===== config.mk =====
export PLATFORM = sky130hd
export DESIGN_NAME = ps2_host_tx
export DESIGN_NICKNAME = d
export VERILOG_FILES = /design/src/rtl/ps2_host_tx.sv
export SDC_FILE = /design/constraint.sdc
export NUM_CORES = 1
export LEC_CHECK = 0
export ABC_AREA = 1
export CORE_UTILIZATION = 54
export DETAILED_ROUTE_END_ITERATION = 6
export GPL_ROUTABILITY_DRIVEN = 1
export PLACE_DENSITY = 0.75
export SLEW_MARGIN = 20
export SYNTH_ARGS = -nofsm -noshare
export SYNTH_HDL_FRONTEND = slang
export SYNTH_SLANG_ARGS = --single-unit

===== constraint.sdc =====
create_clock -name clk -period 1.3 [get_ports clk]
set_input_delay 0.26 -clock clk [delete_from_list [all_inputs] [get_ports clk]]
set_output_delay 0.26 -clock clk [all_outputs]
set_load 0.005 [all_outputs]

===== src/rtl/ps2_host_tx.sv =====
// Host-to-device PS/2 transmitter. It sends one command byte to the keyboard by
// driving the shared ps2_clk/ps2_data lines open-drain.
module ps2_host_tx #(
  parameter int INHIBIT_CYC = 2440,
  parameter int TIMEOUT_CYC = 366000,
  parameter int FILTER      = 8
) (
  input  logic       clk,
  input  logic       reset_n,
  input  logic [7:0] tx_data,
  input  logic       tx_valid,
  output logic       tx_ready,
  output logic       busy,
  output logic       done,
  output logic       ack_err,
  output logic       timeout,
  input  logic       ps2_clk_i,
  input  logic       ps2_data_i,
  output logic       ps2_clk_oe,
  output logic       ps2_data_oe
);

  localparam int IW = $clog2(INHIBIT_CYC + 1);
  localparam int TW = $clog2(TIMEOUT_CYC + 1);
  localparam int FW = $clog2(FILTER + 1);

  typedef enum logic [2:0] {
    S_IDLE,
    S_INHIBIT,
    S_RTS,
    S_XFER,
    S_ACK,
    S_WAIT_IDLE
  } state_t;

  state_t        state_reg, state_next;
  logic [IW-1:0] inh_cnt_reg, inh_cnt_next;
  logic [TW-1:0] to_cnt_reg, to_cnt_next;
  logic [3:0]    idx_reg, idx_next;
  logic [8:0]    shift_reg, shift_next;
  logic          clk_oe_reg, clk_oe_next;
  logic          data_oe_reg, data_oe_next;
  logic          done_reg, done_next;
  logic          ack_err_reg, ack_err_next;
  logic          timeout_reg, timeout_next;
  logic          nack_reg, nack_next;

  logic [1:0]    clk_sync_reg, data_sync_reg;
  logic [FW-1:0] low_cnt_reg;
  logic          armed_reg;
  logic          fe_reg;
  logic          clk_s, data_s;
  logic          timeout_hit;

  assign clk_s  = clk_sync_reg[1];
  assign data_s = data_sync_reg[1];

  // Synchronisers reset to 1 so an idle bus does not look like a falling edge.
  always_ff @(posedge clk or negedge reset_n) begin
    if (!reset_n) begin
      clk_sync_reg  <= 2'b11;
      data_sync_reg <= 2'b11;
    end else begin
      clk_sync_reg  <= {clk_sync_reg[0], ps2_clk_i};
      data_sync_reg <= {data_sync_reg[0], ps2_data_i};
    end
  end

  // A falling edge counts only after FILTER consecutive lows that follow a high sample.
  always_ff @(posedge clk or negedge reset_n) begin
    if (!reset_n) begin
      low_cnt_reg <= '0;
      armed_reg   <= 1'b0;
      fe_reg      <= 1'b0;
    end else begin
      fe_reg <= 1'b0;
      if (clk_s) begin
        low_cnt_reg <= '0;
        armed_reg   <= 1'b1;
      end else if (armed_reg) begin
        if (low_cnt_reg == FW'(FILTER - 1)) begin
          fe_reg      <= 1'b1;
          armed_reg   <= 1'b0;
          low_cnt_reg <= '0;
        end else begin
          low_cnt_reg <= low_cnt_reg + FW'(1);
        end
      end
    end
  end

  always_ff @(posedge clk or negedge reset_n) begin
    if (!reset_n) begin
      state_reg   <= S_IDLE;
      inh_cnt_reg <= '0;
      to_cnt_reg  <= '0;
      idx_reg     <= '0;
      shift_reg   <= '0;
      clk_oe_reg  <= 1'b0;
      data_oe_reg <= 1'b0;
      done_reg    <= 1'b0;
      ack_err_reg <= 1'b0;
      timeout_reg <= 1'b0;
      nack_reg    <= 1'b0;
    end else begin
      state_reg   <= state_next;
      inh_cnt_reg <= inh_cnt_next;
      to_cnt_reg  <= to_cnt_next;
      idx_reg     <= idx_next;
      shift_reg   <= shift_next;
      clk_oe_reg  <= clk_oe_next;
      data_oe_reg <= data_oe_next;
      done_reg    <= done_next;
      ack_err_reg <= ack_err_next;
      timeout_reg <= timeout_next;
      nack_reg    <= nack_next;
    end
  end

  assign timeout_hit = (state_reg inside {S_XFER, S_ACK, S_WAIT_IDLE}) &&
                       (to_cnt_reg == TW'(TIMEOUT_CYC - 1));

  always_comb begin
    state_next   = state_reg;
    inh_cnt_next = inh_cnt_reg;
    to_cnt_next  = to_cnt_reg;
    idx_next     = idx_reg;
    shift_next   = shift_reg;
    clk_oe_next  = clk_oe_reg;
    data_oe_next = data_oe_reg;
    nack_next    = nack_reg;
    done_next    = 1'b0;
    ack_err_next = 1'b0;
    timeout_next = 1'b0;

    if (state_reg inside {S_XFER, S_ACK, S_WAIT_IDLE}) begin
      to_cnt_next = to_cnt_reg + TW'(1);
    end

    case (state_reg)
      S_IDLE: begin
        if (tx_valid) begin
          state_next   = S_INHIBIT;
          inh_cnt_next = '0;
          shift_next   = {~^tx_data, tx_data};
          clk_oe_next  = 1'b1;
        end
      end
      S_INHIBIT: begin
        inh_cnt_next = inh_cnt_reg + IW'(1);
        if (inh_cnt_reg == IW'(INHIBIT_CYC - 1)) begin
          state_next   = S_RTS;
          data_oe_next = 1'b1;
        end
      end
      S_RTS: begin
        state_next  = S_XFER;
        clk_oe_next = 1'b0;
        idx_next    = '0;
        to_cnt_next = '0;
      end
      S_XFER: begin
        if (fe_reg) begin
          if (idx_reg == 4'd9) begin
            data_oe_next = 1'b0;
            state_next   = S_ACK;
          end else begin
            // Shift out LSB first; the parity bit sits at the top of the register.
            data_oe_next = ~shift_reg[0];
            shift_next   = {1'b0, shift_reg[8:1]};
            idx_next     = idx_reg + 4'd1;
          end
        end
      end
      S_ACK: begin
        if (fe_reg) begin
          nack_next  = data_s;
          state_next = S_WAIT_IDLE;
        end
      end
      S_WAIT_IDLE: begin
        if (clk_s && data_s) begin
          state_next   = S_IDLE;
          done_next    = 1'b1;
          ack_err_next = nack_reg;
        end
      end
      default: state_next = S_IDLE;
    endcase

    // Timeout overrides whatever the bus did this cycle.
    if (timeout_hit) begin
      state_next   = S_IDLE;
      clk_oe_next  = 1'b0;
      data_oe_next = 1'b0;
      done_next    = 1'b1;
      ack_err_next = 1'b0;
      timeout_next = 1'b1;
    end
  end

  assign tx_ready    = (state_reg == S_IDLE);
  assign busy        = (state_reg != S_IDLE);
  assign done        = done_reg;
  assign ack_err     = ack_err_reg;
  assign timeout     = timeout_reg;
  assign ps2_clk_oe  = clk_oe_reg;
  assign ps2_data_oe = data_oe_reg;

endmodule

# After elaboration in Yosys (flattened, before gate mapping)
# Cells that the tools add are included.
# word_totals
regBits	63
latchBits	0
ram_bits	0
rom_bits	0
elab_cells	102
n_memories	0
# classes
addsub	4
mul	0
div	0
magnitude_cmp	0
eq_ne	18
shift	0
muxes	43
bitwise	1
reduce_logical	20
# op_table
operator	n
$mux 19	2
$mux 9	3
$pmux 12 s2	1
$mux 3	7
$mux 4	5
$add 19x1->19 const B	1
$eq 19x19->1 const B	1
$mux 1	19
$pmux 3 s6	1
$pmux 9 s2	1
$add 12x1->12 const B	1
$eq 12x12->1 const B	1
$mux 12	1
$reduce_bool 3->1	4
$reduce_bool 2->1	5
$ne 3x2->1 const B	3
$ne 3x3->1 const B	3
$add 4x1->4 const B	2
$pmux 4 s2	1
$reduce_xnor 8->1	1
$eq 3x2->1 const B	2
$eq 3x3->1 const B	2
$ne 2x2->1 const B	3
$reduce_and 2->1	3
other kinds (10)	13

# Logic depth before layout (Yosys ltp)
# Gate-level depths: netlist (run 1).
# depth
word_depth	5
depth_mapped	10
mapped_depth_nobuf	10

# Worst setup path after synthesis (run 1)
# No wires, ideal clock.
# synth_path
path_type	reg2reg
from	reg to_cnt_reg[1]
to	reg to_cnt_reg[12]
arrival_ns	1.267
required_time_ns	1.181
setup_slack_ns	-0.086
stages_incl_launch_ff	9
n_path_buf	0
synth_period_minus_slack_ns	1.386
cell_sequence	dfrtp_1 -> ha_1 -> nand3_1 -> inv_1 -> nand2_2 -> nor2_1 -> nand2_1 -> o21ai_1 -> nor2_1
# synth_via
elab_chain_len	3
# synth_rtl
element	line_no	source
start: declaration	38	logic [TW-1:0] to_cnt_reg, to_cnt_next;
start signal: assignment	108	to_cnt_reg <= to_cnt_next;
$add 19x1->19	137	to_cnt_next = to_cnt_reg + TW'(1);
$mux 19	136	if (state_reg inside {S_XFER, S_ACK, S_WAIT_IDLE}) begin
$mux 19	140	case (state_reg)
# No other way between the ends. The select of a mux whose other input is x is not followed.
# A chain may end at the register's enable or synchronous reset.

# Worst setup path in the final report (run 1)
# layout_path
from	reg state_reg[1]
to	reg shift_reg[5]
# layout_via
elab_chain_len	3
# layout_rtl
element	line_no	source
start: declaration	36	state_t state_reg, state_next;
start signal: assignment	106	state_reg <= state_next;
$eq 3x2->1 / $logic_not 3->1 (equally long branches)	140	
$ne 2x2->1 (no source line) / $reduce_bool 2->1 (equally long branches)	--	
$reduce_and 4->1 (no source line)	--	
end signal: assignment	110	shift_reg <= shift_next;
end: declaration	40	logic [8:0] shift_reg, shift_next;
# Several ways; a longest one is shown, not always the timed one.

==> summary.md, run 1 <==
| Metric | Value |
|---|---|
| CP arrival | 1830 ps |
| Insertion delay to the later sink of the worst-skew pair | 350 ps |
| DR iter-0 viols | 243 |
| N_diodes | 0 |
| Total instance count after detailed placement | 615 |
| Status | complete, but fails checks |
| Async set-reset flop share out of synthesis | 100.0% |
| Vias per cell | 5.533 |
| Yosys reg bits | 63 |
| Starting Density | 56.56% |
| Fin. max-slew vios | 0 |
| Xor and xnor area share after synthesis | 3.548% |
| Setup WS post-layout | -284.6 ps |
| Synth Area in Simple Gates | 32.07% |
| Post-Synth Adder-Cell Area | 1.722% |
| Failing checks | negative setup slack |
| CP Capture Type | flop |
| Pleak | 0.002534 uW |
| Period utilization | 121.9% |
| Worst-path clk slew | 80 ps |
| I/O Buffers | 19 |
| Clock Tree Buf Depth | 2 |
| Register area share after synthesis | 43.54% |
| Num rows | 29 |
| Hold slack | 329.8 ps |
| Crit-path cells | buf_6 > nand2_2 > nor2_4 > buf_6 > o21ai_4 > buf_12 > o31ai_1 |
| Reg area | 1590 um2 |
| Initial antenna violation count | 0 |
| RSZ-0062 raised after global routing | true |
| Most frequent cells in the layout | 92 x nand2_1, 60 x nor2_1, 55 x buf_4, 52 x dfrtp_1, 50 x inv_1 |
| Most used cell, CP | buf_6 |
| Slowest stage cell on the critical path | dfrtp_2 |
| Level count of the clock H-tree | 3 |
| M3 GR Usage | 4.550% |
| First-pass GRT wire length | 15.66 mm |
| GRT met1 Usage | 33.92% |
| Leading area contributor after synthesis | dfrtp_1 |
| Unique cell type count in the Yosys netlist | 43 |
| Clock Sinks | 63 |
| Total power | 9549 uW |
| Met2 usage | 49.70% |
| Synth top area share | 40.65% |
| WL final | 10.35 mm |
| Syn Inst Count | 470 |
| Yosys warning total | 0 |
| Hold Vio Cnt, Final | 0 |
| R2r setup slk | -280 ps |
| TNS Setup | -7470 ps |
| Worst Tran Pin Value | 340.8 ps |
| CP peak stage delay | 430 ps |
| Total CTS buffers | 9 |
| Via Count | 3646 |
| Drc violations | 0 |
| Drt pass-1 iters | 5 |
| Most common cell after layout, fill and taps aside | nand2_1 |
| Layout area overhead | 42.71% |
| Hold Path Origin | ps2_data_i |
| VDD IR max | 1253 uV |
| Max_cap viols | 0 |
| Syn Nets | 488 |
| Crit path launch type | flop |
| Mux share of post-synthesis cell area | 0.2756% |
| Final Non-Filler Cells | 659 |
| Vias in the first global route | 3531 |
| Largest net degree at the start of global routing | 64 |
| Die X | 84.02 um |
| Clock Skew | 16.27 ps |
| Fin nets | 595 |
| Syn Area/Cell | 7.728 um2 |
| Final core area utilization | 80.71% |
| DP HPWL | 5.943 mm |
| Synth Cell Area | 3632 um2 |
| Routed Antenna Nets | 0 |
| Final Setup Violations | 53 |
| Max FO, Critical Path | 17 |
| Placer Congestion | 0.9288 |
| CTS Root Buffer Type | clkbuf_8 |
| Largest cells by area after synthesis | dfrtp_1 41%, nand2_1 11%, nor2_1 7.6% |
| Core Region | 6422 um2 |
| Slew HR | 77.28% |
| Fmax | 631.1 MHz |
| Number of flops mapped to enable cells by yosys | 0 |
| DIE HEIGHT | 84.02 um |
| Power per Cell Area | 1842 nW/um2 |
| Overflow after GRT | 0 |
| Multi-input logic area | 2090 um2 |
| FF-to-FF Start | state_reg[1] |
| Largest family of logic cells by synthesized area | simple AND/OR/NAND/NOR gates |
| Post-synthesis compound-gate area fraction | 10.30% |
| FILL cells | 392 |
| Full die area | 7059 um2 |
| Busiest grt layer | met2 |
| Hold crit path type | in -> reg |
| Layout cell share with drive strength beyond 1 | 35.91% |
| Crit path from | state_reg[1] |
| Most used DFF post-synth | dfrtp_1 |
| Min Clock Period, post-route | 1585 ps |
| Setup CP Type | reg -> reg |
| GRT Util Overall | 28.26% |
| TritonCTS clock tree | done |
| Max reg flops | 19 |
| Worst EP required | 1550 ps |
| DR WL/cell | 15.70 um |
| IO Pins | 20 |
[layout make-up]
| cell class | count | area share [%] |
|---|---|---|
| flip-flops and latches | 63 | 30.68 |
| multi-input cells | 334 | 40.31 |
| well taps | 77 | 1.859 |
| repair buffers | 105 | 18.78 |
| inverters | 64 | 4.924 |
| clock inverters | 3 | 0.3862 |
| clock buffers | 13 | 3.065 |
[where the power goes]
| part | switching [uW] | leakage (uW) | internal, uW |
|---|---|---|---|
| Combinational | 2670 | 0.00164 | 2500 |
| Clock | 774 | 0.0000857 | 794 |
| Sequential | 401 | 0.000813 | 2410 |
[metrics by stage]
step	setup slack [ps]	area, um2
2_1_floorplan	-46.25	3689
3_3_place_gp	-209.9	4384
3_5_place_dp	-245.8	4384
4_1_cts	-205.8	4896
5_1_grt	-368.1	5184
6_report	-284.6	5184
[layer usage]
metal  up-vias  part of all wire [%]
li1       1727                     -
met1      1751                    39
met2       139                    53
met3        29                   5.5
met4         0                   2.8
met5         -                     0
[kinds of logic (layout without fill, tap and decap cells)]
family / after synthesis / after routing
compound gates: 61 / 61
xor+xnor: 13 / 13
fa+ha+maj: 5 / 5
buf+inv: 73 / 185
flops: 63 / 63
mux: 1 / 1
simple gates: 254 / 254
[path summary, 6_finish.rpt]
| path | to | depth (start not counted) |
|---|---|---|
| max in group asynchronous | clk_sync_reg[0] | 3 |
| min in group asynchronous | inh_cnt_reg[0] | 3 |
| max reg2reg | shift_reg[5] | 7 |
| min reg2reg | data_sync_reg[1] | 0 |
| min | data_sync_reg[0] | 1 |
| max | shift_reg[5] | 7 |
[cells in the mapped netlist (3+ instances only)]
cell type and number:
nand2_2 6, nand4_1 10, nand2_1 106, xor2_1 5, ha_1 5, o21ai_0 23
buf_6 3, nand3_1 34, inv_1 57, inv_2 6, nor3_2 3, o22ai_1 4
dfstp_2 4, a21oi_1 14, nor3_1 8, buf_2 3, o21ai_1 3, o31ai_1 8
nor2_4 4, dfrtp_1 59, nor2_1 74, xnor2_1 6
[timing repair]
action                                  in CTS  in global routing
pin swaps                                   35                 15
hold endpoints to repair                    59                  0
endpoints found under the setup margin      59                 54
gates resized for setup                     96                 45
cloned                                       1                  0
hold buffers                                 1                  0
setup buffers                                9                 18
[worst max-delay path: cells and delay by family (launching register included)]
family,cells,cell delay [ps]
buffers and inverters,3,450
flip-flops,1,430
AND/OR/NAND/NOR,2,310
AO/OA/AOI/OAI,2,310
(Power assumes the default switching activity.)
==> run 2: changes to the inputs <==
Settings changed: ABC_CLOCK_PERIOD_IN_PS from default to 1300, CTS_CLUSTER_DIAMETER from default to 150.
==> results of run 2 <==
The final DEF is identical to that of run 1; final timing and power are the same.
